===== src/rtl/mac_window_accumulator.sv =====
// Windowed signed MAC accumulator: sums N_TERMS input terms per window and hands the
// window sum plus a sticky signed-overflow flag downstream over valid/ready.
module mac_window_accumulator #(
  parameter int unsigned DATA_W  = 16,
  parameter int unsigned ACC_W   = 32,
  parameter int unsigned N_TERMS = 50,
  parameter int unsigned CNT_W   = $clog2(N_TERMS)
) (
  input  logic              clk,
  input  logic              rst,
  input  logic              in_valid,
  output logic              in_ready,
  input  logic [DATA_W-1:0] in_data,
  output logic              out_valid,
  input  logic              out_ready,
  output logic [ACC_W-1:0]  out_sum,
  output logic              out_ovf,
  output logic [CNT_W-1:0]  term_cnt
);

  logic [ACC_W-1:0] acc_q, acc_d;
  logic [CNT_W-1:0] cnt_q, cnt_d;
  logic             ovf_acc_q, ovf_acc_d;
  logic [ACC_W-1:0] out_sum_q, out_sum_d;
  logic             out_ovf_q, out_ovf_d;
  logic             out_valid_q, out_valid_d;

  logic [ACC_W-1:0] data_ext;
  logic [ACC_W-1:0] sum;
  logic             ovf_step;
  logic             accept;
  logic             last_term;

  assign data_ext  = ACC_W'($signed(in_data));
  assign sum       = acc_q + data_ext;
  // Signed overflow: operands agree in sign but the wrapped result does not.
  assign ovf_step  = (acc_q[ACC_W-1] == data_ext[ACC_W-1]) &&
                     (sum[ACC_W-1] != acc_q[ACC_W-1]);
  assign in_ready  = !out_valid_q || out_ready;
  assign accept    = in_valid && in_ready;
  assign last_term = (cnt_q == CNT_W'(N_TERMS - 1));

  always_comb begin
    acc_d       = acc_q;
    cnt_d       = cnt_q;
    ovf_acc_d   = ovf_acc_q;
    out_sum_d   = out_sum_q;
    out_ovf_d   = out_ovf_q;
    out_valid_d = out_valid_q;

    if (out_valid_q && out_ready) begin
      out_valid_d = 1'b0;
    end

    if (accept) begin
      if (last_term) begin
        // Completion overrides a same-cycle consume so windows run back-to-back.
        out_sum_d   = sum;
        out_ovf_d   = ovf_acc_q | ovf_step;
        out_valid_d = 1'b1;
        acc_d       = '0;
        cnt_d       = '0;
        ovf_acc_d   = 1'b0;
      end else begin
        acc_d     = sum;
        cnt_d     = cnt_q + CNT_W'(1);
        ovf_acc_d = ovf_acc_q | ovf_step;
      end
    end
  end

  always_ff @(posedge clk) begin
    if (rst) begin
      acc_q       <= '0;
      cnt_q       <= '0;
      ovf_acc_q   <= 1'b0;
      out_sum_q   <= '0;
      out_ovf_q   <= 1'b0;
      out_valid_q <= 1'b0;
    end else begin
      acc_q       <= acc_d;
      cnt_q       <= cnt_d;
      ovf_acc_q   <= ovf_acc_d;
      out_sum_q   <= out_sum_d;
      out_ovf_q   <= out_ovf_d;
      out_valid_q <= out_valid_d;
    end
  end

  assign out_valid = out_valid_q;
  assign out_sum   = out_sum_q;
  assign out_ovf   = out_ovf_q;
  assign term_cnt  = cnt_q;

endmodule


===== config.mk =====
export PLATFORM = sky130hd
export DESIGN_NAME = mac_window_accumulator
export DESIGN_NICKNAME = d
export VERILOG_FILES = /design/src/rtl/mac_window_accumulator.sv
export SDC_FILE = /design/constraint.sdc
export NUM_CORES = 1
export LEC_CHECK = 0
export CAP_MARGIN = 5
export CORE_MARGIN = 1
export CORE_UTILIZATION = 45
export CTS_BUF_LIST = sky130_fd_sc_hd__clkbuf_8
export DETAILED_ROUTE_END_ITERATION = 6
export PLACE_DENSITY_LB_ADDON = 0.05
export SLEW_MARGIN = 20
export SYNTH_ARGS = -nofsm -noshare
export SYNTH_HDL_FRONTEND = slang
export SYNTH_SLANG_ARGS = --single-unit

===== constraint.sdc =====
create_clock -name clk -period 5.6 [get_ports clk]
set_input_delay 1.12 -clock clk [delete_from_list [all_inputs] [get_ports clk]]
set_output_delay 1.12 -clock clk [all_outputs]
set_load 0.05 [all_outputs]

==> results.cfg, run 1 <==
[clock_network]
cts_made_buffers = 9
cts.sink_count = 73
clock_tree.buffer_depth = 2
clkTransAtPathRegs_ps = 80
htree_num_levels = 3
worst_skew_pair.late_latency_ps = 350
hold_buffers = 0
post-cts-setup-buffers = 0
cts_tree = yes
cts_root_buffer = sky130_fd_sc_hd__clkbuf_8
cts_resized = 0

[sta]
min_period_over_period_pct = 70.74
final_max_tran_viols = 0
finalHoldWorstSlack_ps = 456.3
timing.final.hold_violations = 0
timing.setup.tns_ps = 0
grt_setup_unrepaired = false
setup_viol = 0
maximum_clock_frequency_mhz = 252.4
worst_slew_pin_slew_ps = 868.6
fin_crit_ps = 3961
worst_slew_margin_rel_pct = 41.95
finalClockSkew_ps = 9.375

[drt]
drtPass1Iterations = 4
number_of_vias_per_cell = 5.539
final_routed_drc_violation_total = 0
num_vias = 3999
totalWireLength_um = 11330
wl_per_cell_um = 15.69
ant_nets = 0
drt_iter0_markers = 185

[layout]
utilization_pct = 56.87
layout-area-overhead-vs-synth_pct = 21.33
fillers = 906
n_antenna_cell = 0
layout.nets = 643
drive_above_1_share_pct = 7.083

[worst_setup_path]
cp.required_ps = 5840
timing_worst_setup_path_type = in -> reg
cp_slowest_cell = sky130_fd_sc_hd__clkdlybuf4s50_1
cp_max_fo = 11
r2r-end = out_sum[26]
worst-path-buf-inv = 1
reg2reg_slack_ps = 2830
crit_path_max_incr_delay_ps = 700
timing.critical_path.max_delay_family = simple AND/OR/NAND/NOR gates
start_kind = input port
reg2reg_from = acc_q[0]
cell_breakdown_of_the_critical_path = clkdlybuf4s50_1 -> ha_1 -> and2_1 -> nor2b_1 -> nor4b_1 -> o211ai_1 -> a31oi_1 -> nor2_1 -> and4_1 -> a311o_1
worst_setup_path_end_kind = flop
r2r.worst_path.cells = 10
worst-endpoint-arrival_ps = 4200

[hold_path]
holdPathEnd = out_sum[0]
min-delay-path-class = reg -> reg
hold_start = out_sum[0]
worst_hold_path.num_cells = 2

[yosys]
yosys.area.top_type = sky130_fd_sc_hd__dfxtp_1
synth.net_count = 593
dominantRegCellSynth = sky130_fd_sc_hd__dfxtp_1
postSynthAreaPerCell_um2 = 8.074
seq_area_frac_synth_pct = 33.58
synth_edf_count = 0
synth_seq_cells = 73
synth_cells = 539
yosys_warnings = 0
netlist_area_um2 = 4352
netlist_top_cells_area = sky130_fd_sc_hd__dfxtp_1 (34%), sky130_fd_sc_hd__ha_1 (9.5%), sky130_fd_sc_hd__a21oi_1 (6.7%)
synth_async_sr_flop_share_pct = 0
post-synth-top-area-fraction_pct = 33.58
yosysUniqueCellTypes = 60

[floorplanning]
area_of_the_core_region_um2 = 9284
initial_utilization_pct = 46.87
design.die.area_um2 = 10070
die-height_um = 100.3
row_count = 35
number_of_placed_i_o_pins = 61
die_w_um = 100.3

[placed_design]
detailedPlacementHpwl_um = 8135
gp_routability_congestion = 0.8531
place.port_buffers = 60

[power]
power.static_leakage_nw = 2.049
powerDensity_nw_per_um2 = 289.3
power.ir.vdd_worst_mv = 0.1272

[global_routing]
antenna_found_initial = 0
globalRouteTotalUtil_pct = 23.88
grt_pass1_wl_um = 18940
grt_max_degree = 58
gr-total-overflow = 0
first_global_vias = 3816

[outcome]
run_status = finished clean

[run]
maxCapViolCount = 0
-- cells in the final DEF, fill, tap and decap left out, drive strengths merged, types with 4 or more instances in the layout --
cell / Yosys / final
dfxtp: 73 / 73
nand2: 73 / 73
a21oi: 61 / 61
clkdlybuf4s50: 0 / 59
nor2: 53 / 53
ha: 33 / 33
o21ai: 28 / 28
xnor2: 20 / 20
nand3: 18 / 18
inv: 16 / 16
a22oi: 15 / 15
xor2: 14 / 14
nand4: 12 / 12
clkbuf: 27 / 10
nor3: 9 / 9
o211ai: 9 / 9
buf: 2 / 9
a21o: 6 / 6
o21bai: 5 / 5
a211oi: 5 / 5
or4: 4 / 4
a22o: 4 / 4
-- power breakdown --
group | total, mW | switching, mW | internal (mW)
clock network | 0.469 | 0.209 | 0.260
registers | 0.578 | 0.0226 | 0.556
logic | 0.480 | 0.284 | 0.197
total | 1.53 | 0.515 | 1.01
-- worst register-to-register path: cells and delay by family, from the launching register on --
kind / cells / cell delay [ps]
simple gates: 3 / 460
flops: 1 / 320
compound gates: 5 / 1250
fa+ha+maj: 2 / 620
-- final cells by class --
cell class	instances	area, um^2	area share (%)
Tap cell	129	161.4	3.057
Multi-Input combinational cell	421	2724	51.59
Inverter	16	60.06	1.137
Sequential cell	73	1461	27.68
Clock buffer	10	137.6	2.607
Clock inverter	5	80.08	1.517
Timing Repair Buffer	68	655.6	12.42
-- metrics by stage --
step | instance area (um^2) | worst slack (ps) | cells | total power [mW]
after global routing | 5280 | 1333 | 722 | 1.626
after global placement | 5062 | 1335 | 707 | 1.062
final | 5280 | 1639 | 722 | 1.528
after floorplan | 4352 | 2268 | 539 | 0.9587
after detailed placement | 5062 | 1253 | 707 | 1.066
after CTS | 5280 | 1601 | 722 | 1.539
-- worst max-delay path by stage --
stage / start / end / slack, ps / cells after the start
after floorplan: in_data[0] / out_sum[28] / 2270 / 10
after global placement: in_data[15] / out_sum[26] / 1330 / 10
after detailed placement: in_data[15] / out_sum[26] / 1250 / 10
after CTS: in_data[15] / out_sum[26] / 1600 / 10
after global routing: in_data[15] / out_sum[26] / 1330 / 10
final: in_data[15] / out_sum[26] / 1640 / 10
-- registers in the layout, indices dropped and copies added (netlist names) --
signal,cells
out_sum,32
ovf_acc_q,1
term_cnt,6
out_valid,1
out_ovf,1
acc_q,32
-- cell families (layout without fill, tap and decap cells) --
kind of cell               count (synthesis)  count (layout)  synth area share [%]
DFF                                       73              73                 33.58
muxes                                      3               3                0.7188
xor gates and xnor gates                  35              35                 7.389
buffers and inverters                     45              99                 3.882
adders and majority gates                 34              34                 9.948
and+or+nand+nor                          190             190                 19.87
AOI/OAI and AO/OA                        159             159                 24.61
-- synth_stat cells (3+ instances only) --
library cell	number
sky130_fd_sc_hd__a31oi_1	3
sky130_fd_sc_hd__nor2_1	53
sky130_fd_sc_hd__and2_1	3
sky130_fd_sc_hd__a21oi_1	58
sky130_fd_sc_hd__o21ai_1	4
sky130_fd_sc_hd__nor2b_1	3
sky130_fd_sc_hd__a211oi_1	5
sky130_fd_sc_hd__nor3_1	9
sky130_fd_sc_hd__nor4_1	3
sky130_fd_sc_hd__o21bai_1	5
sky130_fd_sc_hd__nand3_1	17
sky130_fd_sc_hd__xor2_1	14
sky130_fd_sc_hd__inv_1	16
sky130_fd_sc_hd__a21o_1	6
sky130_fd_sc_hd__clkbuf_1	27
sky130_fd_sc_hd__xnor2_1	20
sky130_fd_sc_hd__o211ai_1	9
sky130_fd_sc_hd__nand4_1	12
sky130_fd_sc_hd__nand2_1	72
sky130_fd_sc_hd__or4_1	4
sky130_fd_sc_hd__a22oi_1	14
sky130_fd_sc_hd__a22o_1	4
sky130_fd_sc_hd__ha_1	33
sky130_fd_sc_hd__o21ai_0	22
sky130_fd_sc_hd__and4_1	3
sky130_fd_sc_hd__dfxtp_1	73
-- metal layers --
layer | track usage, % | wire length [um]
met1 | 30.49 | 5281
met2 | 41.89 | 5587
met3 | 2.925 | 323
met4 | 7.358 | 133
met5 | 0 | 0
No activity file was read; power rests on OpenSTA's default activity.
==> run 2: changes to the inputs <==
==> constraint.sdc (replaced) <==
create_clock -name clk -period 3.88 [get_ports clk]
set_input_delay 0.776 -clock clk [delete_from_list [all_inputs] [get_ports clk]]
set_output_delay 0.776 -clock clk [all_outputs]
set_load 0.05 [all_outputs]
==> run 2 against run 1 <==
Net effect: final area grew 1.5%; critical path depth grew 1; routed wire length shrank 1.7%; clock skew is essentially flat; sequential cell count is the same; critical path type unchanged.
==> results.cfg, run 2 (synthesis results as in run 1) <==
[layout]
n_antenna_cell = 0
layout-area-overhead-vs-synth_pct = 23.15
layout.nets = 652
drive_above_1_share_pct = 8.624
area.sequential_um2 = 1461
fillers = 898
layout_commonest_cell = sky130_fd_sc_hd__dfxtp_1
multi_input_area_um2 = 2724
final-instance-count-excl-fill = 732
final_cell_mix = sky130_fd_sc_hd__dfxtp_1 (73), sky130_fd_sc_hd__nand2_1 (72), sky130_fd_sc_hd__clkdlybuf4s50_1 (59)

[sta]
maximum_clock_frequency_mhz = 304.1
timing.final.hold_violations = 0
min_period_over_period_pct = 84.74
setup_viol = 0
worst_slew_pin_slew_ps = 613.0
fin_crit_ps = 3288
finalClockSkew_ps = 9.874
grt_setup_unrepaired = false
worst_slew_margin_rel_pct = 59.13
final_max_tran_viols = 0
timing.setup.tns_ps = 0

[clock_network]
post-cts-setup-buffers = 0
cts_tree = yes
cts_resized = 0
cts.sink_count = 73
hold_buffers = 0
worst_skew_pair.late_latency_ps = 350
clkTransAtPathRegs_ps = 80
htree_num_levels = 3
cts_root_buffer = sky130_fd_sc_hd__clkbuf_8
clock_tree.buffer_depth = 2
cts_made_buffers = 9

[placed_design]
place.port_buffers = 60
numPlacedInstances = 716
detailedPlacementHpwl_um = 7922
gp_routability_congestion = 0.9005

[drt]
num_vias = 4058
drtPass1Iterations = 5
drt_iter0_markers = 156
totalWireLength_um = 11140
wl_per_cell_um = 15.21
number_of_vias_per_cell = 5.544
ant_nets = 0
final_routed_drc_violation_total = 0

[outcome]
run_status = finished clean

[global_routing]
grt_pass1_wl_um = 18730
first_global_vias = 3939
grt_max_degree = 58
globalRouteTotalUtil_pct = 23.36
antenna_found_initial = 0
gr-total-overflow = 0

[run]
maxCapViolCount = 0

[hold_path]
min-delay-path-class = reg -> reg
holdPathEnd = out_sum[21]
hold_start = out_sum[21]
worst_hold_path.num_cells = 2

[worst_setup_path]
start_kind = input port
reg2reg_from = acc_q[0]
cell_breakdown_of_the_critical_path = clkdlybuf4s50_1 -> ha_1 -> fa_1 -> a21o_1 -> a31o_2 -> and3_1 -> o211ai_1 -> a31oi_1 -> o41ai_1 -> xor2_1 -> o21ai_1
worst-endpoint-arrival_ps = 3510
r2r.worst_path.cells = 10
reg2reg_slack_ps = 1140
crit_path_max_incr_delay_ps = 410
cp.required_ps = 4100
worst-path-buf-inv = 1
cp_max_fo = 3
cp_slowest_cell = sky130_fd_sc_hd__clkdlybuf4s50_1
timing_worst_setup_path_type = in -> reg
timing.critical_path.max_delay_family = compound AO/OA/AOI/OAI gates
worst_setup_path_end_kind = flop
r2r-end = acc_q[28]

[floorplanning]
die_w_um = 100.3
area_of_the_core_region_um2 = 9284
row_count = 35
initial_utilization_pct = 46.87
die-height_um = 100.3
design.die.area_um2 = 10070
number_of_placed_i_o_pins = 61

[power]
power.ir.vdd_worst_mv = 0.2310
power.static_leakage_nw = 2.103
total_power_mw = 2.230
powerDensity_nw_per_um2 = 416.2
-- run 2: cell count changes in the layout (fill, tap and decap cells not counted), sizes merged --
| cell | previous run | this run |
|---|---|---|
| clkbuf | 10 | 11 |
| clkinv | 1 | 2 |
| buf | 9 | 18 |
| clkinvlp | 2 | 1 |
-- run 2: cell type report --
cell class / count / area share, %
Sequential cell: 73 / 27.27
Timing Repair Buffer: 77 / 13.50
Tap cell: 129 / 3.012
Multi-Input combinational cell: 421 / 50.83
Clock inverter: 5 / 1.448
Inverter: 16 / 1.121
Clock buffer: 11 / 2.825
-- run 2: worst max path at each step --
stage / startpoint / endpoint / slack (ps) / cells after the start
5_1_grt: in_data[15] / acc_q[30] / 390 / 12
3_5_place_dp: in_data[0] / acc_q[28] / 220 / 11
2_1_floorplan: in_data[0] / out_sum[28] / 890 / 10
6_report: in_data[0] / acc_q[28] / 590 / 11
4_1_cts: in_data[0] / acc_q[28] / 600 / 11
3_3_place_gp: in_data[0] / acc_q[28] / 260 / 11
-- run 2: where the power goes --
| group | switching (mW) | internal [mW] |
|---|---|---|
| Combinational | 0.411 | 0.296 |
| Clock | 0.292 | 0.395 |
| Sequential | 0.0342 | 0.802 |
| Total | 0.737 | 1.49 |
-- run 2: worst reg2reg max path, stage by stage (launching register included) --
cell and delay (ps):
sky130_fd_sc_hd__dfxtp_1 320, sky130_fd_sc_hd__ha_1 220, sky130_fd_sc_hd__fa_1 400, sky130_fd_sc_hd__a21o_1 200, sky130_fd_sc_hd__a31o_2 270, sky130_fd_sc_hd__and3_1 170, sky130_fd_sc_hd__o211ai_1 260, sky130_fd_sc_hd__a31oi_1 150
sky130_fd_sc_hd__o41ai_1 320, sky130_fd_sc_hd__xor2_1 220, sky130_fd_sc_hd__o21ai_1 90
-- run 2: layer usage --
metal / vias up / global-route usage, % / share of wire (%)
met5: - / 0 / 0
met4: 0 / 6.800 / 2.0
met3: 19 / 4.735 / 3.6
met2: 85 / 40.94 / 48
met1: 1911 / 28.85 / 46
li1: 2043 / - / -
-- run 2: through the flow --
stage	utilization, %	worst slack, ps	hold WS, ps	cell area, um^2
floorplan	-	891.7	429.1	4352
global placement	55.26	256.2	443.1	5130
detailed placement	55.26	219.0	446.7	5130
CTS	57.72	597.5	458.6	5359
global route	57.72	389.4	483.2	5359
finish	57.72	591.9	454.3	5359
